## config.mk

```make
export PLATFORM = sky130hd
export DESIGN_NAME = fifo_uart_tx
export DESIGN_NICKNAME = d
export VERILOG_FILES = /design/src/rtl/fifo_uart_tx.sv
export SDC_FILE = /design/constraint.sdc
export NUM_CORES = 1
export LEC_CHECK = 0
export CELL_PAD_IN_SITES_DETAIL_PLACEMENT = 1
export CELL_PAD_IN_SITES_GLOBAL_PLACEMENT = 1
export CORE_MARGIN = 3
export CORE_UTILIZATION = 43
export DETAILED_ROUTE_END_ITERATION = 7
export GPL_TIMING_DRIVEN = 0
export PLACE_DENSITY_LB_ADDON = 0.1
export SLEW_MARGIN = 10
export SYNTH_ARGS = -nofsm -noshare
export SYNTH_HDL_FRONTEND = slang
export SYNTH_SLANG_ARGS = --single-unit
```

## constraint.sdc

```tcl
create_clock -name clk -period 2.5 [get_ports clk]
set_clock_uncertainty 0.05 [all_clocks]
set_input_delay 0.5 -clock clk [delete_from_list [all_inputs] [get_ports clk]]
set_output_delay 0.5 -clock clk [all_outputs]
set_load 0.02 [all_outputs]
```

## src/rtl/fifo_uart_tx.sv

```systemverilog
// ---------------------------------------------------------------------------
// fifo_uart_tx
//
// Read-side consumer of the 8-bit capture FIFO.  Pops one byte at a time
// (allowing for the FIFO's one-cycle registered read latency) and sends it
// on the host link as an asynchronous UART frame, LSB first:
//   start(0), d0..d7, [even parity], STOP_BITS x stop(1)
// Every bit lasts exactly CLKS_PER_BIT clock cycles.
//
// Parameters:
//   CLKS_PER_BIT  clk cycles per UART bit (>= 2)
//   PARITY_EN     1 = append an even parity bit after the data bits
//   STOP_BITS     number of stop bits (1 or 2)
//
// Ports:
//   clk         system clock, rising edge
//   rst         asynchronous reset, active low (0 = reset)
//   enable      1 = allowed to start new frames
//   fifo_empty  FIFO empty flag, sampled only while idle
//   fifo_data   FIFO registered read data, valid the cycle after a pop
//   fifo_rd_en  FIFO pop request (registered, one cycle per byte)
//   tx          UART serial line, idle high (registered)
//   busy        1 while a pop or frame is in progress (registered)
//   byte_done   one-cycle pulse in the first idle cycle after a frame
// ---------------------------------------------------------------------------
module fifo_uart_tx #(
    parameter int CLKS_PER_BIT = 434,
    parameter bit PARITY_EN    = 1'b0,
    parameter int STOP_BITS    = 1
) (
    input  logic       clk,
    input  logic       rst,
    input  logic       enable,
    input  logic       fifo_empty,
    input  logic [7:0] fifo_data,
    output logic       fifo_rd_en,
    output logic       tx,
    output logic       busy,
    output logic       byte_done
);

    localparam int CW = (CLKS_PER_BIT > 1) ? $clog2(CLKS_PER_BIT) : 1;
    localparam logic [CW-1:0] CNT_LAST  = CW'(CLKS_PER_BIT - 1);
    localparam logic [2:0]    STOP_LAST = 3'(STOP_BITS - 1);

    typedef enum logic [2:0] {
        S_IDLE,
        S_POP,
        S_LOAD,
        S_START,
        S_DATA,
        S_PARITY,
        S_STOP
    } state_e;

    state_e          state_q, state_d;
    logic [CW-1:0]   cnt_q, cnt_d;
    logic [2:0]      bit_q, bit_d;
    logic [7:0]      shift_q, shift_d;
    logic            parity_q, parity_d;
    logic            tx_q, tx_d;
    logic            rd_en_q, rd_en_d;
    logic            busy_q, busy_d;
    logic            done_q, done_d;
    logic            bit_end;

    // Last cycle of the current bit period; the counter wraps here so each
    // bit is exactly CLKS_PER_BIT cycles with no accumulated drift.
    assign bit_end = (cnt_q == CNT_LAST);

    // State register plus the registered copies of every output.  Reset
    // aborts any frame in flight and drives the line high straight away.
    always_ff @(posedge clk or negedge rst) begin
        if (!rst) begin
            state_q  <= S_IDLE;
            cnt_q    <= '0;
            bit_q    <= '0;
            shift_q  <= '0;
            parity_q <= 1'b0;
            tx_q     <= 1'b1;
            rd_en_q  <= 1'b0;
            busy_q   <= 1'b0;
            done_q   <= 1'b0;
        end else begin
            state_q  <= state_d;
            cnt_q    <= cnt_d;
            bit_q    <= bit_d;
            shift_q  <= shift_d;
            parity_q <= parity_d;
            tx_q     <= tx_d;
            rd_en_q  <= rd_en_d;
            busy_q   <= busy_d;
            done_q   <= done_d;
        end
    end

    // Next-state logic.  bit_q indexes data bits in DATA and counts stop
    // bits in STOP.  Outputs are derived from the *next* state so that the
    // registered outputs line up with the state they belong to.
    always_comb begin
        state_d  = state_q;
        cnt_d    = cnt_q;
        bit_d    = bit_q;
        shift_d  = shift_q;
        parity_d = parity_q;

        unique case (state_q)
            S_IDLE: begin
                if (enable && !fifo_empty) begin
                    state_d = S_POP;
                end
            end
            S_POP: begin
                state_d = S_LOAD;
            end
            S_LOAD: begin
                shift_d  = fifo_data;
                parity_d = ^fifo_data;
                cnt_d    = '0;
                bit_d    = '0;
                state_d  = S_START;
            end
            S_START: begin
                if (bit_end) begin
                    cnt_d   = '0;
                    state_d = S_DATA;
                end else begin
                    cnt_d = cnt_q + CW'(1);
                end
            end
            S_DATA: begin
                if (bit_end) begin
                    cnt_d   = '0;
                    shift_d = shift_q >> 1;
                    if (bit_q == 3'd7) begin
                        bit_d   = '0;
                        state_d = PARITY_EN ? S_PARITY : S_STOP;
                    end else begin
                        bit_d = bit_q + 3'd1;
                    end
                end else begin
                    cnt_d = cnt_q + CW'(1);
                end
            end
            S_PARITY: begin
                if (bit_end) begin
                    cnt_d   = '0;
                    bit_d   = '0;
                    state_d = S_STOP;
                end else begin
                    cnt_d = cnt_q + CW'(1);
                end
            end
            S_STOP: begin
                if (bit_end) begin
                    cnt_d = '0;
                    if (bit_q == STOP_LAST) begin
                        bit_d   = '0;
                        state_d = S_IDLE;
                    end else begin
                        bit_d = bit_q + 3'd1;
                    end
                end else begin
                    cnt_d = cnt_q + CW'(1);
                end
            end
            default: begin
                state_d = S_IDLE;
            end
        endcase

        tx_d = 1'b1;
        unique case (state_d)
            S_START:  tx_d = 1'b0;
            S_DATA:   tx_d = shift_d[0];
            S_PARITY: tx_d = parity_d;
            default:  tx_d = 1'b1;
        endcase

        rd_en_d = (state_d == S_POP);
        busy_d  = (state_d != S_IDLE);
        done_d  = (state_q == S_STOP) && (state_d == S_IDLE);
    end

    assign fifo_rd_en = rd_en_q;
    assign tx         = tx_q;
    assign busy       = busy_q;
    assign byte_done  = done_q;

endmodule

```

==> results.py <==
metrics = {
    "status": {
        "status": "completed",
    },
    "routing": {
        "ant_nets": 0,
        "vias_per_cell": 5.58,
        "drt_iter0_drc": 54,
        "drc": 0,
        "drt_first_pass_iters": 4,
        "wirelength_um": 3690,
        "via_count": 1316,
        "wl_per_cell_um": 15.6,
    },
    "sta": {
        "setup_violations": 0,
        "finalHoldViolations": 0,
        "finalSetupTns_ps": 0,
        "min_period_ps": 2320,
        "slew_violations": 0,
        "fmax_ghz": 0.431,
        "rsz0062_at_grt": "no",
        "finalCritPeriodShare_pct": 92.7,
        "relSlewSlack_pct": 58.6,
        "worst_pin_slew_ps": 621,
        "finalWorstSetupSlack_ps": 181,
    },
    "clock_network": {
        "clk_latency_ps": 270,
        "postCtsSetupBuffers": 0,
        "cts_resized": 0,
        "clkTransAtPathRegs_ps": 90,
        "root_buffer": "clkbuf_8",
        "cts_buffers": 3,
        "postCtsHoldBufs": 0,
        "cts.sinks": 28,
        "cts_tree": "done",
        "cts_max_level": 1,
        "clk_path_buf_depth": 2,
    },
    "worst_setup_path": {
        "critPathLaunchType": "register",
        "crit_buf_inv": 1,
        "crit_path_end_kind": "register",
        "rrSetupSlack_ps": 180,
        "rr_startpoint": "cnt_q[1]",
        "startpoint": "cnt_q[1]",
        "rr_worst_depth": 7,
        "worst_path_max_delay_cell": "nor4_4",
        "crit_chain": "inv_1, ha_1, nand4b_4, nor4_4, mux2_4, nor4b_1, o21ai_1",
        "cp.arrival_ps": 2460,
        "cp_top_family": "simple AND/OR/NAND/NOR gates",
        "crit_type": "reg -> reg",
        "r2r-end": "tx",
        "worstPathRequired_ps": 2640,
        "cpPeakStageDelay_ps": 550,
        "path_max_fanout": 9,
    },
    "logic_synthesis": {
        "syn-instance-count": 171,
        "synth_common_cells": "dfrtp_1 (27), nand2_1 (25), o21ai_0 (15)",
        "synth_xor_area_share_pct": 4.86,
        "synth_ff_type": "dfrtp_1",
        "synth.area.mux_share_pct": 1.62,
        "syn_avg_cell_area_um2": 9.48,
        "syn_nets": 188,
        "synth_top_family_by_area": "simple AND/OR/NAND/NOR gates",
        "yosysSeqAreaShare_pct": 43.3,
        "ys_seq_elements": 28,
        "yosys.area_share.simple_pct": 22.9,
        "yosysWarnings": 0,
        "netlist_top_cells_area": "dfrtp_1 (42%), nand2_1 (5.8%), o21ai_0 (4.6%)",
        "netlist_area_um2": 1620,
        "synth_compound_area_share_pct": 19.2,
        "synth_fa_ha_area_share_pct": 3.86,
        "synth-async-reset-ratio_pct": 100,
        "yosysMostFrequentCell": "dfrtp_1",
        "synthDistinctLibCells": 44,
        "synth-edff-count": 0,
        "synth.top_cell.area_share_pct": 41.7,
        "synth_top_cell_by_area": "dfrtp_1",
    },
    "power": {
        "leakagePower_uw": 0.000822,
        "p_int_uw": 641,
        "p_switching_uw": 175,
        "finalPower_uw": 816,
        "power_density_nw_per_um2": 435,
        "switching_share_pct": 21.4,
        "pwr-share-clk_pct": 34.1,
        "combPwrFrac_pct": 8.0,
        "vdd_drop_max_uv": 219,
        "pwr-share-seq_pct": 57.9,
    },
    "floorplanning": {
        "dieArea_um2": 4540,
        "pin_count": 16,
        "row_count": 21,
        "coreArea_um2": 3470,
        "start_util_pct": 46.7,
        "die_y_um": 67.4,
        "die_w_um": 67.4,
    },
    "finish": {
        "num-nets-final": 208,
        "diodes": 0,
        "stdcell_count": 236,
        "drive_gt1_share_pct": 10.5,
        "fillers": 422,
        "area_delta_synth_final_pct": 15.9,
        "fin_area_um2": 1880,
    },
    "placed_design": {
        "place.gp.congestion": 0.835,
        "place_area_um2": 1820,
        "numPortBuffers": 15,
        "placedCellCount": 232,
        "place_ws_ps": 181,
        "dp_hpwl_um": 2830,
    },
    "grt": {
        "antenna_found_initial": 0,
        "overflow": 0,
        "grt_pass1_vias": 1371,
        "grt_pass1_wl_um": 6470,
        "grt_usage_pct": 18.7,
        "grt_start_max_net_pins": 29,
    },
    "worst_hold_path": {
        "min_path_type": "in -> async",
    },
    "job": {
        "maxCapViolations": 0,
    },
}
-- cells in the final DEF (no fill, tap or decap), types with 2 or more instances in the layout --
cell type / instances
dfrtp_1: 27
nand2b_1: 7
a22o_1: 3
o21ai_1: 2
buf_2: 5
and3_1: 4
clkbuf_8: 4
inv_1: 9
a21oi_1: 4
xor2_1: 2
ha_1: 5
a22oi_1: 6
o21ba_2: 2
o22ai_1: 2
o21ai_0: 15
xnor2_1: 7
nor2_1: 9
nand2_1: 25
clkdlybuf4s50_1: 14
nor3_1: 2
nand3_1: 7
or3_1: 2
clkbuf_1: 4
-- cell type report --
cell class / count / area [um^2] / share of cell area (%)
repair buffers: 15 / 145 / 7.73
well taps: 46 / 57.6 / 3.06
flip-flops and latches: 28 / 702 / 37.4
inverters: 9 / 33.8 / 1.80
plain buffers: 8 / 35.0 / 1.87
multi-input cells: 126 / 850 / 45.2
clock buffers: 4 / 55.1 / 2.93
-- registers in the layout, indices dropped and copies added (netlist names) --
signal / flops
parity_q: 1
cnt_q: 9
tx: 1
busy: 1
bit_q: 3
state_q: 3
shift_q: 8
byte_done: 1
fifo_rd_en: 1
-- power by group through the flow --
| stage | sequential, uW | clock (uW) | combinational, uW |
|---|---|---|---|
| 6_report | 473 | 278 | 65.4 |
| 4_1_cts | 473 | 291 | 66.7 |
| 2_1_floorplan | 480 | 0 | 32.8 |
| 3_5_place_dp | 482 | 0 | 66.3 |
| 5_1_grt | 474 | 310 | 74.6 |
| 3_3_place_gp | 481 | 0 | 64.8 |
-- worst register-to-register path, delay by kind of cell (launching register included) --
family / cells / cell delay [ps]
AND/OR/NAND/NOR: 3 / 990
flip-flops: 1 / 430
multiplexers: 1 / 360
adder cells (fa/ha/maj): 1 / 190
AO/OA/AOI/OAI: 1 / 140
buffers and inverters: 1 / 70
-- worst max path at each step --
stage	depth (start not counted)	end	slack, ps
floorplan	7	tx	490
global placement	7	tx	210
detailed placement	7	tx	180
CTS	7	tx	160
global route	7	tx	20
finish	7	tx	180
-- layer usage --
| layer | share of wire (%) | track usage [%] | vias up |
|---|---|---|---|
| met1 | 45 | 23.4 | 658 |
| li1 | - | - | 643 |
| met3 | 2.1 | 3.16 | 2 |
| met2 | 52 | 33.7 | 13 |
| met4 | 0.62 | 3.80 | 0 |
| met5 | 0 | 0 | - |
-- metrics by stage --
| step | hold WS (ps) | utilization [%] |
|---|---|---|
| floorplan | 154 | - |
| global placement | 409 | 52.7 |
| detailed placement | 426 | 52.6 |
| CTS | 216 | 54.1 |
| global route | 212 | 54.1 |
| finish | 183 | 54.1 |
-- cell families (layout without fill, tap and decap cells) --
group	count (synthesis)	after routing
AND/OR/NAND/NOR	65	65
AO/OA/AOI/OAI	45	45
flip-flops	28	28
buffers and inverters	17	36
XOR/XNOR	9	9
adder cells (fa/ha/maj)	5	5
multiplexers	2	2
(Power assumes the default switching activity.)
